$ cat config.mk
export PLATFORM = sky130hd
export DESIGN_NAME = fwd_mux_reg_flat
export DESIGN_NICKNAME = d
export VERILOG_FILES = /design/src/rtl/fwd_mux_reg_pkg.sv /design/src/rtl/fwd_mux_reg_if.sv /design/src/rtl/fwd_mux_reg_match.sv /design/src/rtl/fwd_mux_reg.sv /design/src/flat_wrapper.sv
export SDC_FILE = /design/constraint.sdc
export NUM_CORES = 1
export LEC_CHECK = 0
export CAP_MARGIN = 20
export CORE_ASPECT_RATIO = 0.8
export CORE_UTILIZATION = 33
export DETAILED_ROUTE_END_ITERATION = 12
export PLACE_DENSITY = 0.81
export SETUP_SLACK_MARGIN = 0.15
export SKIP_CTS_REPAIR_TIMING = 1
export SYNTH_ARGS = -nofsm -noshare
export SYNTH_HDL_FRONTEND = slang
export SYNTH_SLANG_ARGS = --single-unit
$ cat constraint.sdc
create_clock -name clk -period 3 [get_ports clk]
set_input_delay 0.3 -clock clk [delete_from_list [all_inputs] [get_ports clk]]
set_output_delay 0.3 -clock clk [all_outputs]
set_load 0.05 [all_outputs]
$ cat src/rtl/fwd_mux_reg_pkg.sv
// Shared definitions for the forwarding mux: default widths, source encodings
// and the register-update action type.
// Imported by the interface, the priority matcher and the top level so that
// the hazard logic and the source decoder agree on one encoding.
package fwd_mux_reg_pkg;

   // Default widths for the MIPS core pipeline.
   localparam int DEF_WIDTH = 32;   // operand / channel data width
   localparam int DEF_NCH   = 3;    // forwarding channels: E, M, W
   localparam int DEF_AW    = 5;    // register address width
   localparam int DEF_CNTW  = 16;   // forward-hit counter width

   // Source encoding carried in q_src: 0 is the register file,
   // channel i is reported as i+1.
   localparam int SRC_RF = 0;

   function automatic int src_ch(input int idx);
      return idx + 1;
   endfunction

   // What the output register does on the next clock edge (reset is
   // handled directly in the register process and is not listed here).
   typedef enum logic [1:0] {
      ACT_CAPTURE = 2'd0,   // load the selected operand, mark valid
      ACT_FLUSH   = 2'd1,   // insert a bubble on request of the pipeline
      ACT_HOLD    = 2'd2,   // external freeze, keep everything
      ACT_BUBBLE  = 2'd3    // load-use hazard, insert a bubble
   } upd_act_e;

endpackage

$ cat src/rtl/fwd_mux_reg_if.sv
// Operand request bus: source register address, register-file value and the
// packed forwarding channels (valid, ready, destination address, data).
// Channel i occupies [i*AW +: AW] of ch_addr and [i*WIDTH +: WIDTH] of ch_data.
// master drives the request, slave (the forwarding mux) consumes it.
interface fwd_mux_reg_if #(
   parameter int WIDTH = fwd_mux_reg_pkg::DEF_WIDTH,
   parameter int NCH   = fwd_mux_reg_pkg::DEF_NCH,
   parameter int AW    = fwd_mux_reg_pkg::DEF_AW
);

   logic [AW-1:0]        rs_addr;    // source register address
   logic [WIDTH-1:0]     rf_data;    // register-file read value for rs_addr
   logic [NCH-1:0]       ch_valid;   // channel i writes a register this cycle
   logic [NCH-1:0]       ch_ready;   // channel i data already produced
   logic [NCH*AW-1:0]    ch_addr;    // packed destination addresses
   logic [NCH*WIDTH-1:0] ch_data;    // packed channel data

   modport master (
      output rs_addr,
      output rf_data,
      output ch_valid,
      output ch_ready,
      output ch_addr,
      output ch_data
   );

   modport slave (
      input rs_addr,
      input rf_data,
      input ch_valid,
      input ch_ready,
      input ch_addr,
      input ch_data
   );

endinterface

$ cat src/rtl/fwd_mux_reg_match.sv
// Priority matcher: finds the youngest forwarding channel writing rs_addr.
// Latency: purely combinational, zero cycles.
// Backpressure: pending flags a youngest match whose data is not produced yet.
// Ports: rs_addr, ch_valid, ch_ready, ch_addr in; hit (youngest match ready),
//        sel_idx (index of youngest match), pending (youngest match not ready) out.
module fwd_match #(
   parameter int NCH = fwd_mux_reg_pkg::DEF_NCH,
   parameter int AW  = fwd_mux_reg_pkg::DEF_AW,
   parameter int IW  = (NCH > 1) ? $clog2(NCH) : 1
) (
   input  logic [AW-1:0]     rs_addr,
   input  logic [NCH-1:0]    ch_valid,
   input  logic [NCH-1:0]    ch_ready,
   input  logic [NCH*AW-1:0] ch_addr,
   output logic              hit,
   output logic [IW-1:0]     sel_idx,
   output logic              pending
);

   logic [NCH-1:0] match;
   logic           found;
   logic           first_rdy;

   // Register 0 is hard-wired to zero in MIPS, so a write to it is never
   // forwarded even if a stage claims to produce one.
   always_comb begin
      match = '0;
      for (int i = 0; i < NCH; i++) begin
         match[i] = ch_valid[i] && (ch_addr[i*AW +: AW] == rs_addr) && (rs_addr != '0);
      end
   end

   // Walk from the oldest channel to the youngest so that the last
   // assignment, i.e. the lowest index, wins. The ready bit is taken from
   // that same channel only: older matches never hide a pending load.
   always_comb begin
      found     = 1'b0;
      sel_idx   = '0;
      first_rdy = 1'b0;
      for (int i = NCH - 1; i >= 0; i--) begin
         if (match[i]) begin
            found     = 1'b1;
            sel_idx   = IW'(i);
            first_rdy = ch_ready[i];
         end
      end
   end

   assign hit     = found && first_rdy;
   assign pending = found && !first_rdy;

endmodule

$ cat src/rtl/fwd_mux_reg.sv
// Forwarding mux with registered output: picks rs operand from regfile or the
// youngest forwarding channel and captures it into the next pipeline register.
// Latency: one cycle inputs -> q; hz_stall is combinational (zero cycles).
// Backpressure: stall holds all outputs; hz_stall requests an upstream stall
//   and loads a bubble; flush loads a bubble and overrides both.
// Ports: clk, reset (sync, active-high), stall, flush, bus (operand request,
//   slave side); hz_stall, q, q_src (0 = regfile, i+1 = channel i), q_valid,
//   fwd_cnt (saturating count of channel-sourced captures).
module fwd_mux_reg
   import fwd_mux_reg_pkg::*;
#(
   parameter  int WIDTH = DEF_WIDTH,
   parameter  int NCH   = DEF_NCH,
   parameter  int AW    = DEF_AW,
   parameter  int CNTW  = DEF_CNTW,
   localparam int SW    = $clog2(NCH + 1)
) (
   input  logic              clk,
   input  logic              reset,
   input  logic              stall,
   input  logic              flush,
   fwd_mux_reg_if.slave      bus,
   output logic              hz_stall,
   output logic [WIDTH-1:0]  q,
   output logic [SW-1:0]     q_src,
   output logic              q_valid,
   output logic [CNTW-1:0]   fwd_cnt
);

   localparam int IW = (NCH > 1) ? $clog2(NCH) : 1;

   // ------------------------------------------------------------------
   // Match and select
   // ------------------------------------------------------------------
   logic          hit;
   logic          pending;
   logic [IW-1:0] sel_idx;

   fwd_match #(
      .NCH (NCH),
      .AW  (AW),
      .IW  (IW)
   ) u_match (
      .rs_addr  (bus.rs_addr),
      .ch_valid (bus.ch_valid),
      .ch_ready (bus.ch_ready),
      .ch_addr  (bus.ch_addr),
      .hit      (hit),
      .sel_idx  (sel_idx),
      .pending  (pending)
   );

   logic [WIDTH-1:0] ch_sel_dat;
   logic [WIDTH-1:0] nxt_dat;
   logic [SW-1:0]    nxt_src;

   always_comb begin
      ch_sel_dat = '0;
      for (int i = 0; i < NCH; i++) begin
         if (int'(sel_idx) == i) begin
            ch_sel_dat = bus.ch_data[i*WIDTH +: WIDTH];
         end
      end
   end

   // $zero reads as zero regardless of regfile contents or channel traffic.
   // While pending the value chosen here is unused: a bubble is loaded.
   always_comb begin
      nxt_dat = bus.rf_data;
      nxt_src = SW'(SRC_RF);
      if (bus.rs_addr == '0) begin
         nxt_dat = '0;
         nxt_src = SW'(SRC_RF);
      end else if (hit) begin
         nxt_dat = ch_sel_dat;
         nxt_src = SW'(src_ch(int'(sel_idx)));
      end
   end

   // The load-use request goes out regardless of the external stall: the
   // upstream stage must keep stalling for as long as the load is outstanding.
   assign hz_stall = pending;

   // ------------------------------------------------------------------
   // Register update
   // ------------------------------------------------------------------
   upd_act_e act;

   always_comb begin
      act = ACT_CAPTURE;
      if (flush) begin
         act = ACT_FLUSH;
      end else if (stall) begin
         act = ACT_HOLD;
      end else if (pending) begin
         act = ACT_BUBBLE;
      end
   end

   logic [WIDTH-1:0] q_q,   q_d;
   logic [SW-1:0]    src_q, src_d;
   logic             vld_q, vld_d;
   logic [CNTW-1:0]  cnt_q, cnt_d;

   always_comb begin
      q_d   = q_q;
      src_d = src_q;
      vld_d = vld_q;
      cnt_d = cnt_q;
      unique case (act)
         ACT_FLUSH, ACT_BUBBLE: begin
            // A bubble leaves the debug counter alone.
            q_d   = '0;
            src_d = SW'(SRC_RF);
            vld_d = 1'b0;
         end
         ACT_HOLD: begin
         end
         ACT_CAPTURE: begin
            q_d   = nxt_dat;
            src_d = nxt_src;
            vld_d = 1'b1;
            // Saturate rather than wrap so a long run never reads as "few".
            if ((nxt_src != SW'(SRC_RF)) && (cnt_q != {CNTW{1'b1}})) begin
               cnt_d = cnt_q + CNTW'(1);
            end
         end
         default: begin
         end
      endcase
   end

   always_ff @(posedge clk) begin
      if (reset) begin
         q_q   <= '0;
         src_q <= '0;
         vld_q <= 1'b0;
         cnt_q <= '0;
      end else begin
         q_q   <= q_d;
         src_q <= src_d;
         vld_q <= vld_d;
         cnt_q <= cnt_d;
      end
   end

   assign q       = q_q;
   assign q_src   = src_q;
   assign q_valid = vld_q;
   assign fwd_cnt = cnt_q;

endmodule

$ cat src/flat_wrapper.sv
// flat-port wrapper written by rule: the top's interface ports become plain ports
module fwd_mux_reg_flat import fwd_mux_reg_pkg::*;
#(
   parameter  int WIDTH = DEF_WIDTH,
   parameter  int NCH   = DEF_NCH,
   parameter  int AW    = DEF_AW,
   parameter  int CNTW  = DEF_CNTW,
   localparam int SW    = $clog2(NCH + 1)
)
  (clk, reset, stall, flush, hz_stall, q, q_src, q_valid, fwd_cnt, bus_rs_addr, bus_rf_data, bus_ch_valid, bus_ch_ready, bus_ch_addr, bus_ch_data);
  fwd_mux_reg_if #(.WIDTH(WIDTH), .NCH(NCH), .AW(AW)) bus_i ();
  input  logic clk;
  input  logic reset;
  input  logic stall;
  input  logic flush;
  output logic hz_stall;
  output logic [WIDTH-1:0] q;
  output logic [SW-1:0] q_src;
  output logic q_valid;
  output logic [CNTW-1:0] fwd_cnt;
  input wire logic [$bits(bus_i.rs_addr)-1:0] bus_rs_addr;
  input wire logic [$bits(bus_i.rf_data)-1:0] bus_rf_data;
  input wire logic [$bits(bus_i.ch_valid)-1:0] bus_ch_valid;
  input wire logic [$bits(bus_i.ch_ready)-1:0] bus_ch_ready;
  input wire logic [$bits(bus_i.ch_addr)-1:0] bus_ch_addr;
  input wire logic [$bits(bus_i.ch_data)-1:0] bus_ch_data;
  assign bus_i.rs_addr = bus_rs_addr;
  assign bus_i.rf_data = bus_rf_data;
  assign bus_i.ch_valid = bus_ch_valid;
  assign bus_i.ch_ready = bus_ch_ready;
  assign bus_i.ch_addr = bus_ch_addr;
  assign bus_i.ch_data = bus_ch_data;
  fwd_mux_reg #(.WIDTH(WIDTH), .NCH(NCH), .AW(AW), .CNTW(CNTW)) u_core (.clk(clk), .reset(reset), .stall(stall), .flush(flush), .bus(bus_i), .hz_stall(hz_stall), .q(q), .q_src(q_src), .q_valid(q_valid), .fwd_cnt(fwd_cnt));
endmodule
==> flow_metrics.py, run 1 <==
metrics = {
    "run_status": {
        "status": "finished clean",
    },
    "worst_setup_path": {
        "critical_path_arrival_ps": 2930,
        "r2r_end": "u_core.fwd_cnt[6]",
        "crit_path_start_kind": "input pin",
        "r2r_start": "u_core.fwd_cnt[0]",
        "cp.required_ps": 3170,
        "r2r_setup_slack_ps": 690,
        "path_max_fanout": 6,
        "crit_type": "in2reg",
        "crit_path_end_kind": "flip-flop",
        "r2r_cells": 7,
    },
    "global_routing": {
        "grt_usage_pct": 26.18,
        "grt_overflow": 0,
        "antenna_found_initial": 0,
        "grt_pass1_vias": 4329,
        "grt_pass1_wl_mm": 21.66,
        "grt_max_degree": 34,
    },
    "timing": {
        "slew_viol_final": 0,
        "hold_viol": 0,
        "fmax_mhz": 362.2,
        "min_period_ps": 2761,
        "whs_ps": 465.5,
        "rsz0062_at_grt": "no",
        "max-slew-margin-rel_pct": 60.39,
        "clock_skew_ps": 4.959,
        "setup_slack_ps": 238.9,
        "period_share_pct": 92.04,
        "tightestPinTransition_ps": 594.2,
        "finalSetupViolCount": 0,
    },
    "place": {
        "placed_area_mm2": 0.005822,
        "pre_cts_slack_ps": -635.2,
        "port_buffers": 209,
        "hpwl_mm": 10.59,
        "gp_congestion": 0.9339,
    },
    "finish": {
        "stdcell_area_mm2": 0.006192,
        "multi_input_area_mm2": 0.002228,
        "fill_cells": 834,
        "ff_latch_area_mm2": 0.001021,
        "antenna_cells": 0,
        "drive_gt1_share_pct": 17.08,
        "nNetsFinal": 801,
        "syn_to_final_growth_pct": 88.82,
    },
    "cts": {
        "clock_path_buffers": 2,
        "clkSlewWorstSetupHoldPaths_ps": 70,
        "numCtsBuffers": 5,
        "clockRootBuffer": "clkbuf_16",
        "cts_tree": "done",
        "cts_sinks": 51,
        "ctsHtreeMaxLevel": 2,
        "clk_latency_ps": 280,
    },
    "detailed_routing": {
        "first_pass_iters": 4,
        "drt-vias-per-instance": 5.536,
        "drtIter0Drc": 283,
        "drc_errors": 0,
        "ant_nets": 0,
        "finalWirelength_mm": 13.92,
        "vias": 4285,
        "post_drt_wl_per_cell_um": 17.98,
    },
    "logic_synthesis": {
        "yosysWarnings": 0,
        "ys_ff_latch": 51,
        "ys_seq_area_share_pct": 31.13,
        "synthCells": 407,
        "synth_ff_type": "dfxtp_1",
        "synth_fp_nets": 569,
        "postSynthAreaPerCell_um2": 8.057,
        "synthDistinctLibCells": 51,
        "synth_edf_count": 0,
        "synthArstFlopShare_pct": 0,
        "netlist_area_mm2": 0.003279,
    },
    "pwr": {
        "ir_drop_v": 0.0001831,
        "power_density_mw_per_mm2": 294.8,
        "leakage_uw": 0.002323,
    },
    "min_path": {
        "holdCritPathClass": "reg2reg",
        "min-delay-start": "u_core.q_src[0]",
        "hold_end": "u_core.q_src[0]",
        "hold_path_depth": 2,
    },
    "floorplanning": {
        "ioPinCount": 210,
        "die_height_um": 91.16,
        "die_x_um": 113.5,
        "rows": 32,
        "coreArea_mm2": 0.009649,
        "start_util_pct": 33.99,
        "dieArea_mm2": 0.01034,
    },
    "run": {
        "maxCapViolations": 0,
    },
}
-- sequential cells by signal (all words and copies together), names as in the netlist --
signal and flops:
u_core.q_src 2, u_core.q 32, u_core.fwd_cnt 16, u_core.q_valid 1
-- final cells by class --
class,count,area share [%]
inverters,8,0.4849
multi-input cells,309,35.99
clock buffers,6,2.081
flip-flops and latches,51,16.49
well taps,136,2.748
repair buffers,264,42.21
-- layout by cell type (no fill, tap or decap), drive strengths merged, types with 8 or more instances in the layout --
cell           synthesis  layout
buf                   12      57
nand2                 11      11
mux2                  10      10
dfxtp                 51      51
a22oi                 31      31
nor4                  38      38
inv                    8       8
nor3                   8       8
nor2                  52      52
a221o                 33      33
clkbuf                27       9
nor2b                 11      11
a21oi                 39      39
clkdlybuf4s50          0     202
xnor2                 15      15
-- power by group --
group,internal [uW],switching (uW)
sequential,694,9.91
clock,301,238
combinational,328,254
-- metal layers --
metal / vias up / track usage (%) / part of all wire, %
li1: 2044 / - / -
met1: 2037 / 30.09 / 40
met2: 184 / 47.70 / 50
met3: 20 / 6.208 / 8.1
met4: 0 / 7.895 / 2.0
met5: - / 0 / 0
-- Yosys cell counts, types with 2 or more instances --
cell type	number	area share, %
a21oi_1	39	6.0
a221o_1	33	10
a22oi_1	31	7.1
and2_1	2	0.38
and3_1	6	1.1
buf_1	3	0.34
buf_2	7	1.1
clkbuf_1	27	3.1
dfxtp_1	51	31
ha_1	4	1.5
inv_1	8	0.92
mux2_2	9	3.1
nand2_1	11	1.3
nand2b_1	2	0.38
nand3_1	6	0.92
nand3b_1	2	0.46
nand4_1	7	1.3
nor2_1	52	6.0
nor2b_1	11	2.1
nor3_1	8	1.2
nor4_1	37	7.1
o31a_1	2	0.53
o31ai_1	4	0.92
or3_1	2	0.38
or4_1	3	0.69
xnor2_1	15	4.0
-- stage by stage --
| step | TNS, ps | instances | total power [uW] | util, % |
|---|---|---|---|---|
| finish | 0 | 774 | 1826 | 64.17 |
| global route | 0 | 774 | 1910 | 64.17 |
| CTS | -5618 | 766 | 1808 | 61.67 |
| detailed placement | -19090 | 760 | 1268 | 60.33 |
| global placement | -13120 | 760 | 1258 | 60.33 |
| floorplan | 0 | 407 | 937.9 | - |
-- critical path: stages --
cell and delay (ps):
clkdlybuf4s50_1 480, xnor2_1 140, nand4_1 170, nor3_2 260, nand3b_1 150, buf_6 150, ha_4 150, nor2b_4 150
buf_6 150, buf_12 130, a22oi_1 150, nor2_1 60, a21oi_1 130, nor4_1 70, a221o_1 270
-- worst max path at each step --
| stage | start | to | slack, ps | cells past startpoint |
|---|---|---|---|---|
| finish | bus_ch_addr[14] | u_core.q[12] | 240 | 15 |
| CTS | bus_rs_addr[1] | u_core.q[12] | -330 | 13 |
| global route | bus_ch_addr[14] | u_core.q[6] | 90 | 15 |
| floorplan | bus_rs_addr[1] | u_core.q[10] | 110 | 14 |
| global placement | bus_rs_addr[1] | u_core.q[8] | -390 | 13 |
| detailed placement | bus_rs_addr[1] | u_core.q[12] | -640 | 13 |
-- cell families (layout without fill, tap and decap cells) --
group           after synthesis  in the layout  synth area share, %
simple gates                156            156                25.33
compound gates              123            123                28.27
flops                        51             51                31.13
xor+xnor                     15             15                4.006
fa+ha+maj                     4              4                1.526
mux                          11             11                3.739
buf+inv                      47            278                5.990
Power figures use the tool's default switching activity.
==> run 2: changes to the inputs <==
- CELL_PAD_IN_SITES_DETAIL_PLACEMENT: not set -> 0
- CELL_PAD_IN_SITES_GLOBAL_PLACEMENT: not set -> 1
- CORE_UTILIZATION: 33 -> 23
- PLACE_DENSITY: 0.81 -> 0.82
==> flow_metrics.py, run 2 (synthesized netlist as in run 1, its figures left out) <==
metrics = {
    "worst_setup_path": {
        "crit_type": "in2reg",
        "slowest_stage": "or4_4",
        "path_cells": "dlymetal6s2s_1, or4_4, o211ai_1, or2_4, nand3b_1, ha_4, buf_6, a221o_1, and3_4, mux2_2",
        "crit_path_start_kind": "input pin",
        "critical_path_arrival_ps": 2920,
        "cpPeakStageDelay_ps": 560,
        "path_max_fanout": 5,
        "crit_path_end_kind": "flip-flop",
        "cp.required_ps": 3190,
    },
    "cts": {
        "cts_sinks": 51,
        "clkSlewWorstSetupHoldPaths_ps": 70,
        "ctsHtreeMaxLevel": 2,
        "clock_path_buffers": 2,
        "numCtsBuffers": 5,
        "clk_latency_ps": 290,
        "cts_tree": "done",
        "clockRootBuffer": "clkbuf_16",
    },
    "detailed_routing": {
        "drt-vias-per-instance": 5.055,
        "finalWirelength_mm": 13.25,
        "vias": 4079,
        "ant_nets": 0,
        "first_pass_iters": 4,
        "drc_errors": 0,
        "post_drt_wl_per_cell_um": 16.42,
        "drtIter0Drc": 171,
    },
    "pwr": {
        "power_density_mw_per_mm2": 305.5,
        "ir_drop_v": 0.0001870,
        "leakage_uw": 0.002286,
    },
    "timing": {
        "tightestPinTransition_ps": 602.5,
        "fmax_mhz": 365.3,
        "clock_skew_ps": 3.131,
        "slew_viol_final": 0,
        "max-slew-margin-rel_pct": 59.84,
        "min_period_ps": 2738,
        "setup_slack_ps": 262.5,
        "hold_viol": 0,
        "rsz0062_at_grt": "no",
        "period_share_pct": 91.25,
        "finalSetupViolCount": 0,
    },
    "place": {
        "placed_area_mm2": 0.005832,
        "port_buffers": 209,
        "hpwl_mm": 10.41,
        "pre_cts_slack_ps": -433.4,
        "gp_congestion": 0.8162,
    },
    "floorplanning": {
        "ioPinCount": 210,
        "coreArea_mm2": 0.01374,
        "rows": 38,
        "die_x_um": 135.5,
        "start_util_pct": 23.87,
        "die_height_um": 108.8,
        "dieArea_mm2": 0.01474,
    },
    "run": {
        "maxCapViolations": 0,
    },
    "finish": {
        "multi_input_area_mm2": 0.002192,
        "stdcell_area_mm2": 0.006123,
        "antenna_cells": 0,
        "largest_reg_flops": 32,
        "final_util_pct": 44.56,
        "syn_to_final_growth_pct": 86.72,
        "final_cell_mix": "clkdlybuf4s50_1, nor2_1, dfxtp_1",
        "nNetsFinal": 788,
        "fill_cells": 1315,
        "layout_commonest_cell": "clkdlybuf4s50_1",
        "drive_gt1_share_pct": 13.56,
        "ff_latch_area_mm2": 0.001021,
    },
    "global_routing": {
        "grt_overflow": 0,
        "antenna_found_initial": 0,
        "grt_pass1_wl_mm": 20.98,
        "grt_usage_pct": 17.94,
        "grt_pass1_vias": 4114,
        "grt_max_degree": 39,
    },
    "min_path": {
        "holdCritPathClass": "reg2reg",
    },
    "run_status": {
        "status": "finished clean",
    },
}
==> run 2: cell types whose count changed in the layout (fill, tap and decap cells not counted), moves of 3 or more <==
cell            previous run  this run
dlymetal6s2s_1             2         5
a22oi_2                   15         3
buf_4                     44        35
buf_6                      5         2
a22oi_1                   16        28
==> run 2: power breakdown <==
part,internal [uW],switching [uW]
combinational,309,241
clock,355,260
sequential,694,10.3
total,1360,512
==> run 2: per-stage QoR <==
stage	hold slack, ps	TNS (ps)	total power [uW]	instances
CTS	465.9	-297.2	1888	806
floorplan	389.7	0	937.9	407
global route	484.5	0	1966	807
finish	459.3	0	1871	807
global placement	441.8	-9242	1254	798
detailed placement	455.6	-11680	1260	798
==> run 2: per-layer routing <==
| layer | wire length, um | vias to the layer above | GRT usage, % |
|---|---|---|---|
| met5 | 0 | - | 0 |
| met3 | 744 | 11 | 4.277 |
| met1 | 6007 | 1917 | 22.59 |
| met2 | 6347 | 130 | 31.06 |
| met4 | 150 | 0 | 3.612 |
| li1 | - | 2021 | - |
==> run 2: area by class of cell <==
cell class                      instances  area share (%)
Sequential cell                        51           16.67
Clock inverter                          1          0.1226
Timing Repair Buffer                  251           40.74
Inverter                                8          0.4904
Tap cell                              180           3.678
Multi-Input combinational cell        309           35.80
Clock buffer                            7           2.493
==> run 2: final timing paths <==
| path | startpoint | endpoint | slack [ps] | depth (start not counted) |
|---|---|---|---|---|
| max | bus_rs_addr[3] | u_core.fwd_cnt[2] | 260 | 10 |
| min | u_core.q_src[0] | u_core.q_src[0] | 460 | 2 |
| max reg2reg | u_core.fwd_cnt[0] | u_core.fwd_cnt[2] | 640 | 7 |
| min reg2reg | u_core.q_src[0] | u_core.q_src[0] | 460 | 2 |
==> run 2: critical path, delay by kind of cell <==
family / cells / cell delay (ps)
adders and majority gates: 1 / 320
and+or+nand+nor: 4 / 1130
AOI/OAI and AO/OA: 2 / 660
muxes: 1 / 260
buffers and inverters: 2 / 260
